[src/rtl/axi_dual_master_arbiter.sv]
// axi_dual_master_arbiter
// Shares one AXI4 slave port (the DDR controller) between two AXI4 masters.
// The write path (AW/W/B) and the read path (AR/R) each have an independent
// round-robin arbiter. A path stays locked to its granted master for a whole
// burst, so at most one write burst and one read burst are in flight.
//
// Ports
//   aclk, areset            clock, asynchronous active-high reset
//   m_aw*/m_w*/m_b*         master write channels, master i in slice i
//   m_ar*/m_r*              master read channels, master i in slice i
//   s_aw*/s_w*/s_b*         slave write channels
//   s_ar*/s_r*              slave read channels
//   wgrant, rgrant          one-hot owner of each path, 0 when idle
//   wlast_err               one-cycle pulse on a write beat-count mismatch
//   wlast_err_cnt           saturating count of wlast_err pulses
//
// state | meaning
// WIDLE | no write owner; arbitrate m_awvalid
// WAW   | forward AW of the granted master
// WDAT  | forward W beats, check beat count against awlen
// WRSP  | forward B response back to the granted master
// RIDLE | no read owner; arbitrate m_arvalid
// RAR   | forward AR of the granted master
// RDAT  | forward R beats until rlast
module axi_dual_master_arbiter #(
   parameter int A_WIDTH = 26,
   parameter int D_WIDTH = 16
) (
   input  logic                 aclk,
   input  logic                 areset,
   input  logic [1:0]           m_awvalid,
   output logic [1:0]           m_awready,
   input  logic [2*A_WIDTH-1:0] m_awaddr,
   input  logic [15:0]          m_awlen,
   input  logic [1:0]           m_wvalid,
   output logic [1:0]           m_wready,
   input  logic [1:0]           m_wlast,
   input  logic [2*D_WIDTH-1:0] m_wdata,
   output logic [1:0]           m_bvalid,
   input  logic [1:0]           m_bready,
   input  logic [1:0]           m_arvalid,
   output logic [1:0]           m_arready,
   input  logic [2*A_WIDTH-1:0] m_araddr,
   input  logic [15:0]          m_arlen,
   output logic [1:0]           m_rvalid,
   input  logic [1:0]           m_rready,
   output logic [1:0]           m_rlast,
   output logic [2*D_WIDTH-1:0] m_rdata,
   output logic                 s_awvalid,
   input  logic                 s_awready,
   output logic [A_WIDTH-1:0]   s_awaddr,
   output logic [7:0]           s_awlen,
   output logic                 s_wvalid,
   input  logic                 s_wready,
   output logic                 s_wlast,
   output logic [D_WIDTH-1:0]   s_wdata,
   input  logic                 s_bvalid,
   output logic                 s_bready,
   output logic                 s_arvalid,
   input  logic                 s_arready,
   output logic [A_WIDTH-1:0]   s_araddr,
   output logic [7:0]           s_arlen,
   input  logic                 s_rvalid,
   output logic                 s_rready,
   input  logic                 s_rlast,
   input  logic [D_WIDTH-1:0]   s_rdata,
   output logic [1:0]           wgrant,
   output logic [1:0]           rgrant,
   output logic                 wlast_err,
   output logic [15:0]          wlast_err_cnt
);

   typedef enum logic [1:0] {WIDLE, WAW, WDAT, WRSP} wstate_t;
   typedef enum logic [1:0] {RIDLE, RAR, RDAT} rstate_t;

   wstate_t     wstate_q, wstate_d;
   logic        wsel_q, wsel_d, wprev_q, wprev_d;
   logic [7:0]  wlen_q, wlen_d, wbeat_q, wbeat_d;
   logic        werr_q, werr_d;
   logic [15:0] werr_cnt_q, werr_cnt_d;

   rstate_t     rstate_q, rstate_d;
   logic        rsel_q, rsel_d, rprev_q, rprev_d;

   logic [A_WIDTH-1:0] aw_addr_g, ar_addr_g;
   logic [7:0]         aw_len_g, ar_len_g;
   logic [D_WIDTH-1:0] w_data_g;

   // A tie goes to the master that was not granted last; a lone requester wins.
   function automatic logic pick(input logic [1:0] req, input logic prev);
      if (req == 2'b11) return ~prev;
      return req[1];
   endfunction

   assign aw_addr_g = wsel_q ? m_awaddr[2*A_WIDTH-1:A_WIDTH] : m_awaddr[A_WIDTH-1:0];
   assign aw_len_g  = wsel_q ? m_awlen[15:8] : m_awlen[7:0];
   assign w_data_g  = wsel_q ? m_wdata[2*D_WIDTH-1:D_WIDTH] : m_wdata[D_WIDTH-1:0];
   assign ar_addr_g = rsel_q ? m_araddr[2*A_WIDTH-1:A_WIDTH] : m_araddr[A_WIDTH-1:0];
   assign ar_len_g  = rsel_q ? m_arlen[15:8] : m_arlen[7:0];

   // Read data needs no steering: only the granted master sees m_rvalid.
   assign m_rdata       = {2{s_rdata}};
   assign wlast_err     = werr_q;
   assign wlast_err_cnt = werr_cnt_q;

   always_comb begin
      wstate_d   = wstate_q;
      wsel_d     = wsel_q;
      wprev_d    = wprev_q;
      wlen_d     = wlen_q;
      wbeat_d    = wbeat_q;
      werr_d     = 1'b0;
      werr_cnt_d = werr_cnt_q;
      wgrant     = 2'b00;
      m_awready  = 2'b00;
      m_wready   = 2'b00;
      m_bvalid   = 2'b00;
      s_awvalid  = 1'b0;
      s_awaddr   = m_awaddr[A_WIDTH-1:0];
      s_awlen    = m_awlen[7:0];
      s_wvalid   = 1'b0;
      s_wlast    = 1'b0;
      s_wdata    = m_wdata[D_WIDTH-1:0];
      s_bready   = 1'b0;
      unique case (wstate_q)
         WIDLE: begin
            if (|m_awvalid) begin
               wsel_d   = pick(m_awvalid, wprev_q);
               wstate_d = WAW;
            end
         end
         WAW: begin
            wgrant[wsel_q]    = 1'b1;
            s_awvalid         = m_awvalid[wsel_q];
            s_awaddr          = aw_addr_g;
            s_awlen           = aw_len_g;
            m_awready[wsel_q] = s_awready;
            if (m_awvalid[wsel_q] && s_awready) begin
               wlen_d   = aw_len_g;
               wbeat_d  = 8'd0;
               wstate_d = WDAT;
            end
         end
         WDAT: begin
            wgrant[wsel_q]   = 1'b1;
            s_wvalid         = m_wvalid[wsel_q];
            s_wdata          = w_data_g;
            s_wlast          = m_wlast[wsel_q];
            m_wready[wsel_q] = s_wready;
            if (m_wvalid[wsel_q] && s_wready) begin
               wbeat_d = wbeat_q + 8'd1;
               // The beat is forwarded as-is; a mismatch is only reported.
               if (m_wlast[wsel_q] != (wbeat_q == wlen_q)) begin
                  werr_d = 1'b1;
                  if (werr_cnt_q != 16'hFFFF) werr_cnt_d = werr_cnt_q + 16'd1;
               end
               if (m_wlast[wsel_q]) wstate_d = WRSP;
            end
         end
         WRSP: begin
            wgrant[wsel_q]   = 1'b1;
            m_bvalid[wsel_q] = s_bvalid;
            s_bready         = m_bready[wsel_q];
            if (s_bvalid && m_bready[wsel_q]) begin
               wprev_d  = wsel_q;
               wstate_d = WIDLE;
            end
         end
         default: wstate_d = WIDLE;
      endcase
   end

   always_comb begin
      rstate_d  = rstate_q;
      rsel_d    = rsel_q;
      rprev_d   = rprev_q;
      rgrant    = 2'b00;
      m_arready = 2'b00;
      m_rvalid  = 2'b00;
      m_rlast   = 2'b00;
      s_arvalid = 1'b0;
      s_araddr  = m_araddr[A_WIDTH-1:0];
      s_arlen   = m_arlen[7:0];
      s_rready  = 1'b0;
      unique case (rstate_q)
         RIDLE: begin
            if (|m_arvalid) begin
               rsel_d   = pick(m_arvalid, rprev_q);
               rstate_d = RAR;
            end
         end
         RAR: begin
            rgrant[rsel_q]    = 1'b1;
            s_arvalid         = m_arvalid[rsel_q];
            s_araddr          = ar_addr_g;
            s_arlen           = ar_len_g;
            m_arready[rsel_q] = s_arready;
            if (m_arvalid[rsel_q] && s_arready) rstate_d = RDAT;
         end
         RDAT: begin
            rgrant[rsel_q]   = 1'b1;
            m_rvalid[rsel_q] = s_rvalid;
            m_rlast[rsel_q]  = s_rlast;
            s_rready         = m_rready[rsel_q];
            if (s_rvalid && m_rready[rsel_q] && s_rlast) begin
               rprev_d  = rsel_q;
               rstate_d = RIDLE;
            end
         end
         default: rstate_d = RIDLE;
      endcase
   end

   always_ff @(posedge aclk or posedge areset) begin
      if (areset) begin
         wstate_q   <= WIDLE;
         wsel_q     <= 1'b0;
         wprev_q    <= 1'b1;
         wlen_q     <= 8'd0;
         wbeat_q    <= 8'd0;
         werr_q     <= 1'b0;
         werr_cnt_q <= 16'd0;
         rstate_q   <= RIDLE;
         rsel_q     <= 1'b0;
         rprev_q    <= 1'b1;
      end else begin
         wstate_q   <= wstate_d;
         wsel_q     <= wsel_d;
         wprev_q    <= wprev_d;
         wlen_q     <= wlen_d;
         wbeat_q    <= wbeat_d;
         werr_q     <= werr_d;
         werr_cnt_q <= werr_cnt_d;
         rstate_q   <= rstate_d;
         rsel_q     <= rsel_d;
         rprev_q    <= rprev_d;
      end
   end

endmodule
[config.mk]
export PLATFORM = sky130hd
export DESIGN_NAME = axi_dual_master_arbiter
export DESIGN_NICKNAME = d
export VERILOG_FILES = /design/src/rtl/axi_dual_master_arbiter.sv
export SDC_FILE = /design/constraint.sdc
export NUM_CORES = 1
export LEC_CHECK = 0
export ABC_AREA = 1
export BUFFER_PORTS_ARGS = -buffer_cell sky130_fd_sc_hd__buf_2
export CORE_AREA = 2 2 139 141
export DETAILED_ROUTE_END_ITERATION = 7
export DIE_AREA = 0 0 141 143
export GPL_ROUTABILITY_DRIVEN = 1
export GPL_TIMING_DRIVEN = 0
export PLACE_DENSITY_LB_ADDON = 0.3
export SLEW_MARGIN = 20
export SYNTH_ARGS = -nofsm -noshare
export SYNTH_HDL_FRONTEND = slang
export SYNTH_SLANG_ARGS = --single-unit
[constraint.sdc]
create_clock -name aclk -period 4.7 [get_ports aclk]
set_clock_uncertainty 0.15 [all_clocks]
set_input_delay 0.47 -clock aclk [delete_from_list [all_inputs] [get_ports aclk]]
set_output_delay 0.47 -clock aclk [all_outputs]
set_load 0.005 [all_outputs]
* After elaboration in Yosys (flattened, before gate mapping)
Index checks and enable logic that the tools add are counted.
Storage, ports and cells: register bits 41, input bits 204, output and inout bits 155, word-level logic and storage cells 132
Cells by class: add/subtract/negate cells 2, $lt $le $gt $ge 4, equality and inequality tests 18, muxes and demuxes 66, bitwise operators 8, reduce and logical (&&, ||, !) cells 24
Operators with widths (number):
- $mux W26 | 4
- $mux W8 | 6
- $mux W1 | 33
- $mux W16 | 2
- $mux W2 | 16
- $add A16 B1 Y16 const B | 1
- $ne A16 B16 Y1 const B | 1
- $ne A2 B2 Y1 const B | 8
- $pmux W8 S2 | 1
- $and A2 B2 Y2 | 6
- $eq A2 B2 Y1 const B | 5
- $reduce_and A2 Y1 | 5
- $add A8 B1 Y8 const B | 1
- $eq A8 B8 Y1 | 1
- $logic_and A1 B1 Y1 | 8
- $pmux W2 S4 | 1
- $pmux W2 S3 | 1
- $reduce_and A3 Y1 | 2
- $reduce_or A2 Y1 | 3
- $reduce_and A5 Y1 | 1
- $eq A2 B1 Y1 const B | 2
- $logic_not A2 Y1 | 2
- $lt A1 B2 Y1 const B | 2
- $reduce_and A4 Y1 | 1
- 6 further kinds | 9

* Longest topological paths before layout
Gate-level depths: netlist (run 1).
depth after elaboration 6, depth in mapped cells 12, gate-level depth less buffers 11

* Worst setup path after synthesis (run 1)
OpenSTA, ideal clock, no wires.
path kind register to output, start point reg wstate_q[0], end point out s_wdata[10], arrival 1614 ps, required time 4080 ps, path slack 2466 ps, stages on the path, launching flop included 7, buffers on the path 2, path through dfrtp_1 inv_1 ha_1 buf_2 nand2_1 buf_2 mux2_2
Between the ends: longest elaborated chain between the ends 2
Ends and longest elaborated chain:
- start: declaration | line 76 | wstate_t wstate_q, wstate_d;
- start signal: assignment | line 227 | wstate_q <= wstate_d;
- $eq A2 B2 Y1 | line 125 | unique case (wstate_q)
- $mux W16 | line 125
- end: declaration | line 56 | output logic [D_WIDTH-1:0] s_wdata,
Every way passes these cells.

* Worst setup path after layout (run 1)
start point reg wstate_q[0], end point out s_wdata[11]
The elaborated chain is that of the path after synthesis.

==> flow_summary.yaml, run 1 <==
outcome:
  status: "completed"
clock_network:
  worstSkewPairLatency_ns: 0.28
  cts_htree_levels: 2
  postCtsHoldBufs: 0
  clkTransAtPathRegs_ns: 0.06
  cts.sinks: 41
  post_cts_buffers: 0
  cts_root_buffer: "clkbuf_16"
  cts_buffers: 5
  cts_tree: "built"
  cts_resized: 0
  cts.path.max_buffers: 2
floorplanning:
  die_width_um: 141
  initial_core_util: 0.2169
  rows: 50
  fp.dieH_um: 143
  fp.dieArea_um2: 20160
  core_um2: 18580
  io_pins: 359
critical_path:
  cpMaxStageDelayCell: "dfrtp_1"
  critPathKind: "reg2out"
  crit_fanout: 10
  worstPathCellList: "inv_1 -> ha_1 -> buf_2 -> nand2_1 -> buf_2 -> mux2_2 -> buf_2"
  critPathBufInv: 4
  end_kind: "primary output"
  path_common_cell: "buf_2"
  cp_top_family: "buffers and inverters"
  arrival_ns: 2.30
  slowest_delay_ns: 0.38
  cp.required_ns: 4.08
  cp-start-kind: "flop"
yosys:
  synth_fa_ha_area_frac: 0.03105
  synth_seq_cells: 41
  synth_ff_type: "dfrtp_1"
  ys_types: 39
  synth_top_family_by_area: "simple AND/OR/NAND/NOR gates"
  synthCells: 528
  synth_nets: 742
  synthArstFlopShare: 1.000
  synth_warnings: 0
  synth_top_area_frac: 0.2422
  ys_top_cells_by_area: "dfrtp_1 (24%), mux2_2 (19%), nand2_1 (12%)"
  syn_area_per_cell_um2: 7.633
  synth_compound_area_frac: 0.06458
  synth-xor-area-share: 0.03260
  synthMuxAreaShare: 0.2207
  synth_edf_count: 0
  yosysSeqAreaShare: 0.2552
  synth_top_cell_by_area: "dfrtp_1"
  synth_area_um2: 4030
  synthSimpleGateAreaFrac: 0.2608
sta:
  clock.fmax_ghz: 0.3424
  period_needed_ns: 2.920
  post-route-period-util: 0.6214
  max_slew_margin: 0.6746
  drv_slew: 0
  setup_slack_ns: 1.780
  setup_violations: 0
  hold_viol: 0
  worst_pin_slew_ns: 0.4881
  fin_setup_tns_ns: 0
  rsz0062_at_grt: "no"
finish:
  multi_input_area_um2: 2457
  drive_above_1_share: 0.5575
  fillers: 2029
  nets: 1092
  syn_to_final_growth_pct: 54.52
  seq_area_um2: 1028
  n_antenna_cell: 0
route:
  drt_pass1_iterations: 5
  vias_per_cell: 4.183
  dr.first_iter.drc_count: 134
  wl_per_cell_um: 13.22
  wl_um: 14710
  postRouteAntennaNets: 0
  vias: 4656
  drcViolationCount: 0
min_path:
  hp-class: "in2async"
global_routing:
  grt_antenna_before_repair: 0
  grt.overflow.total: 0
  grt.total_usage: 0.1332
  grt_pass1_vias: 4284
  grt_max_degree: 28
  grt_pass1_wl_um: 21510
placed_design:
  dp_hpwl_um: 12850
  dp_slack_ns: 2.100
  gp_congestion: 0.8265
  port_buffers: 342
pwr:
  p_leak_nw: 3.427
  powerDensity_nw_per_um2: 363.8
  peakVddDrop_mv: 0.1604
job:
  maxCapViolations: 0
-- worst register-to-register path: stages, from the launching register on --
cell	delay, ns
dfrtp_1	0.43
ha_1	0.25
nand3_1	0.19
inv_2	0.06
nand2_1	0.13
nor2_2	0.07
nor2_4	0.24
buf_2	0.28
nand4_1	0.12
nand2_1	0.09
-- placed cells by master (no fill, tap or decap), types with 2 or more instances in the layout --
| cell type | n |
|---|---|
| inv_2 | 5 |
| clkbuf_1 | 2 |
| o211ai_1 | 5 |
| nand4_1 | 25 |
| nand2_1 | 128 |
| inv_1 | 45 |
| buf_6 | 2 |
| dfrtp_1 | 39 |
| xor2_1 | 8 |
| dfstp_2 | 2 |
| mux2_2 | 68 |
| o21ai_1 | 11 |
| nor3_1 | 8 |
| buf_2 | 357 |
| and2_1 | 2 |
| buf_4 | 32 |
| nor2_2 | 4 |
| nor2_1 | 37 |
| ha_1 | 10 |
| nor2_4 | 2 |
| nor3_2 | 2 |
| nand3_1 | 18 |
| a31oi_1 | 3 |
| o21ai_0 | 24 |
| o31ai_1 | 2 |
| xnor2_1 | 7 |
| clkbuf_16 | 5 |
| mux2_1 | 11 |
-- final timing paths --
path | start | endpoint | slack [ns] | cells after the start
max | wstate_q[0] | s_wdata[11] | 1.78 | 7
min | areset | wlen_q[4] | 0.0009 | 2
max reg2reg | wlast_err_cnt[0] | wlast_err_cnt[3] | 2.63 | 9
min reg2reg | rprev_q | rprev_q | 0.35 | 2
max in group asynchronous | areset | rprev_q | 3.86 | 3
min in group aclk | m_bready[1] | wprev_q | 0.29 | 3
-- stage by stage --
stage | cell area [µm²] | power (W) | hold WS [ns] | util | instances
finish | 6227 | 0.002266 | 0.0008740 | 0.3352 | 1113
global route | 6227 | 0.002454 | 0.02312 | 0.3352 | 1113
CTS | 6227 | 0.002303 | 0.009707 | 0.3352 | 1113
detailed placement | 6055 | 0.001885 | 0.3229 | 0.3259 | 1105
global placement | 6035 | 0.001877 | 0.3396 | 0.3248 | 1104
floorplan | 4030 | 0.001360 | 0.3159 | - | 528
-- per-layer routing --
| metal | share of wire | routed length (µm) | global-route usage | vias to the layer above |
|---|---|---|---|---|
| met5 | 0 | 0 | 0 | - |
| met4 | 0.011 | 157 | 0.02421 | 0 |
| met3 | 0.047 | 686 | 0.02146 | 11 |
| met2 | 0.53 | 7779 | 0.2503 | 166 |
| met1 | 0.41 | 6089 | 0.1614 | 2063 |
| li1 | - | - | - | 2416 |
-- layout make-up --
type	count	share of cell area
repair buffers	343	0.2781
multi-input cells	384	0.3946
well taps	234	0.04702
clock inverters	1	0.004822
clock buffers	7	0.02291
inverters	52	0.03195
plain buffers	51	0.05546
flip-flops and latches	41	0.1652
-- kinds of logic (layout without fill, tap and decap cells) --
kind of cell,after synthesis,count (layout)
buf+inv,103,454
compound gates,47,47
mux,79,79
fa+ha+maj,10,10
simple gates,233,233
flops,41,41
xor+xnor,15,15
-- state kept, by name (all words and copies together), names as in the netlist --
name           count
wlast_err_cnt     16
wbeat_q            8
wlen_q             8
rstate_q           2
wstate_q           2
rprev_q            1
rsel_q             1
wlast_err          1
wprev_q            1
wsel_q             1
-- synth_stat cells (3+ instances only) --
cell / number
nor3_1: 8
buf_2: 15
nand3_1: 18
a31oi_1: 3
buf_4: 32
inv_2: 4
ha_1: 10
xor2_1: 8
mux2_2: 68
o211ai_1: 5
nand4_1: 25
inv_1: 46
dfrtp_1: 39
nand2_1: 128
xnor2_1: 7
nor2_1: 37
o21ai_0: 24
nor2_2: 4
o21ai_1: 11
mux2_1: 11
-- power breakdown --
group,total (W),switching (W),internal [W]
combinational,0.00134,0.000731,0.000610
clock,0.000407,0.000142,0.000266
sequential,0.000518,0.0000690,0.000449
total,0.00227,0.000941,0.00132
(Power assumes the default switching activity.)
==> inputs of run 2 (changes only) <==
--- a/config.mk
+++ b/config.mk
@@ -5,7 +5,7 @@
 export SDC_FILE = /design/constraint.sdc
 export NUM_CORES = 1
 export LEC_CHECK = 0
-export ABC_AREA = 1
+export ABC_AREA = 0
 export BUFFER_PORTS_ARGS = -buffer_cell sky130_fd_sc_hd__buf_2
 export CORE_AREA = 2 2 139 141
 export DETAILED_ROUTE_END_ITERATION = 7
==> constraint.sdc (replaced) <==
create_clock -name aclk -period 2.8 [get_ports aclk]
set_clock_uncertainty 0.15 [all_clocks]
set_input_delay 0.28 -clock aclk [delete_from_list [all_inputs] [get_ports aclk]]
set_output_delay 0.28 -clock aclk [all_outputs]
set_load 0.005 [all_outputs]
==> run 2 against run 1 <==
Net effect:
- core utilization decreased by 1.6 points
- global-route usage up 2.1 points
- sequential power increased by 71%
- final cell count is 13% lower
- largest cell class unchanged
==> flow_summary.yaml, run 2 <==
clock_network:
  cts.sinks: 41
  cts_buffers: 5
  cts_htree_levels: 2
  post_cts_buffers: 0
  cts_tree: "built"
  worstSkewPairLatency_ns: 0.29
  clkTransAtPathRegs_ns: 0.06
  cts.path.max_buffers: 2
  cts_root_buffer: "clkbuf_16"
pwr:
  powerDensity_nw_per_um2: 672.2
  peakVddDrop_mv: 0.2703
  p_leak_nw: 3.171
route:
  vias: 4176
  wl_met3_um: 1263
  drt_pass1_iterations: 4
  wl_met2_um: 9755
  wl_per_cell_um: 17.06
  drcViolationCount: 0
  drt-met1-wl_um: 5195
  postRouteAntennaNets: 0
  vias_per_cell: 4.310
  wl_um: 16530
  dr.first_iter.drc_count: 208
  routed.top_layer: "met4"
yosys:
  ys_types: 48
  syn_area_per_cell_um2: 9.736
  synthTopCellsByCount: "mux2_2 (91), dfrtp_1 (39), buf_4 (32), nor2_1 (31), nand2_1 (22)"
  synth_area_um2: 3739
  synthCells: 384
  synth_edf_count: 0
  ys_top_cells_by_area: "mux2_2 (27%), dfrtp_1 (26%), buf_4 (6.4%)"
  synth_ff_type: "dfrtp_1"
  synth_warnings: 0
  synth_nets: 598
  synth_top_area_frac: 0.2741
  synthArstFlopShare: 1.000
  synth_top_cell_by_area: "mux2_2"
  yosysSeqAreaShare: 0.2751
  synthMostInstantiatedCell: "mux2_2"
  synth_seq_cells: 41
finish:
  multi_input_area_um2: 2372
  nets: 948
  stdcell_count: 969
  layout_common_cells: "buf_2 (345), mux2_2 (91), dfrtp_1 (39)"
  fillers: 1999
  syn_to_final_growth_pct: 58.80
  seq_area_um2: 1028
  utilization: 0.3195
  final_common_cell: "buf_2"
  largest_reg_flops: 16
  drive_above_1_share: 0.6689
critical_path:
  worstPathCellList: "inv_1 -> ha_1 -> nand2_1 -> clkbuf_1 -> mux2_2 -> buf_2"
  end_kind: "primary output"
  critPathBufInv: 3
  arrival_ns: 2.23
  crit_fanout: 10
  critPathKind: "reg2out"
  cp-start-kind: "flop"
  cpMaxStageDelayCell: "clkbuf_1"
  slowest_delay_ns: 0.44
  cp_top_family: "buffers and inverters"
  cp.required_ns: 2.37
sta:
  hold_viol: 0
  timing.hold.ws_ns: 0.1217
  clock.fmax_ghz: 0.3764
  drv_slew: 0
  fin_setup_tns_ns: 0
  worst_pin_slew_ns: 0.7586
  setup_violations: 0
  rsz0062_at_grt: "yes"
  post-route-period-util: 0.9487
  period_needed_ns: 2.656
  setup_slack_ns: 0.1436
  max_slew_margin: 0.4904
outcome:
  status: "completed"
floorplanning:
  die_width_um: 141
  core_um2: 18580
  rows: 50
  initial_core_util: 0.2012
  fp.dieArea_um2: 20160
  fp.dieH_um: 143
  io_pins: 359
placed_design:
  dp_slack_ns: 0.2272
  dp_hpwl_um: 14470
  gp_congestion: 0.8516
  place_inst: 961
  port_buffers: 342
global_routing:
  grt_max_degree: 22
  grt.overflow.total: 0
  grt.total_usage: 0.1546
  grt_pass1_wl_um: 23270
  grt_pass1_vias: 4035
  grt_antenna_before_repair: 1
job:
  maxCapViolations: 0
min_path:
  hp-class: "in2reg"
==> run 2: cell count changes after synthesis, moves of 8 or more <==
cell      change
mux2i_1      +11
nand3_1       -8
inv_1        -37
a21oi_1       +8
mux2_1       -11
xnor2_1      +10
nand4_1      -16
and3_1       +11
buf_2        -12
o21ai_0      -20
nand2_1     -106
clkbuf_1      +8
mux2_2       +23
==> run 2: area by class of cell <==
cell class	count	share of cell area
diodes	1	0.0004215
plain buffers	45	0.05142
clock buffers	5	0.02107
clock inverters	2	0.005901
inverters	9	0.005690
multi-input cells	288	0.3996
flip-flops and latches	41	0.1732
well taps	234	0.04932
repair buffers	344	0.2934
==> run 2: logic make-up (layout without fill, tap and decap cells) <==
group,after synthesis,after routing,share of synthesized area
fa+ha+maj,10,10,0.03347
xor+xnor,29,29,0.06794
other cells,0,1,0
simple gates,111,111,0.1586
buf+inv,55,405,0.09036
compound gates,34,34,0.06326
flops,41,41,0.2751
mux,104,104,0.3112
==> run 2: path summary, 6_finish.rpt <==
kind / endpoint / slack (ns) / cells after the start / start
min in group asynchronous: rstate_q[0] / 0.42 / 3 / areset
min: rsel_q / 0.12 / 2 / m_arvalid[1]
min reg2reg: wlast_err_cnt[15] / 0.34 / 1 / wlast_err_cnt[15]
max reg2reg: wlast_err_cnt[1] / 0.22 / 8 / wstate_q[0]
max in group asynchronous: wprev_q / 1.50 / 4 / areset
max: s_arlen[6] / 0.14 / 6 / rstate_q[1]
==> run 2: worst reg2reg max path: cells and delay by family (launching register included) <==
| family | cells | cell delay, ns |
|---|---|---|
| adder cells (fa/ha/maj) | 1 | 0.15 |
| buffers and inverters | 2 | 0.34 |
| AO/OA/AOI/OAI | 1 | 0.58 |
| multiplexers | 1 | 0.32 |
| flip-flops | 1 | 0.40 |
| AND/OR/NAND/NOR | 3 | 0.53 |
==> run 2: where the power goes <==
part	switching [W]	total [W]	leakage (nW)	internal, W
clock	0.000248	0.000662	0.0797	0.000414
sequential	0.000132	0.000886	0.526	0.000754
combinational	0.00120	0.00244	2.57	0.00124
total	0.00158	0.00399	3.17	0.00241
==> run 2: routing by layer <==
metal | vias up | track usage
met5 | - | 0
met4 | 0 | 0.04474
met3 | 17 | 0.03689
met2 | 236 | 0.3412
met1 | 1883 | 0.1330
li1 | 2040 | -
==> run 2: stage by stage <==
stage | total power, W | instance area (µm²)
2_1_floorplan | 0.002385 | 3739
3_3_place_gp | 0.003363 | 5743
3_5_place_dp | 0.003384 | 5763
4_1_cts | 0.004063 | 5931
5_1_grt | 0.004306 | 5937
6_report | 0.003991 | 5937
==> run 2: what timing repair did <==
item | CTS | global route
hold buffers | 1 | 0
hold endpoints to repair | 19 | 0
gates resized for setup | 1 | 6
setup endpoints to repair | 11 | 31
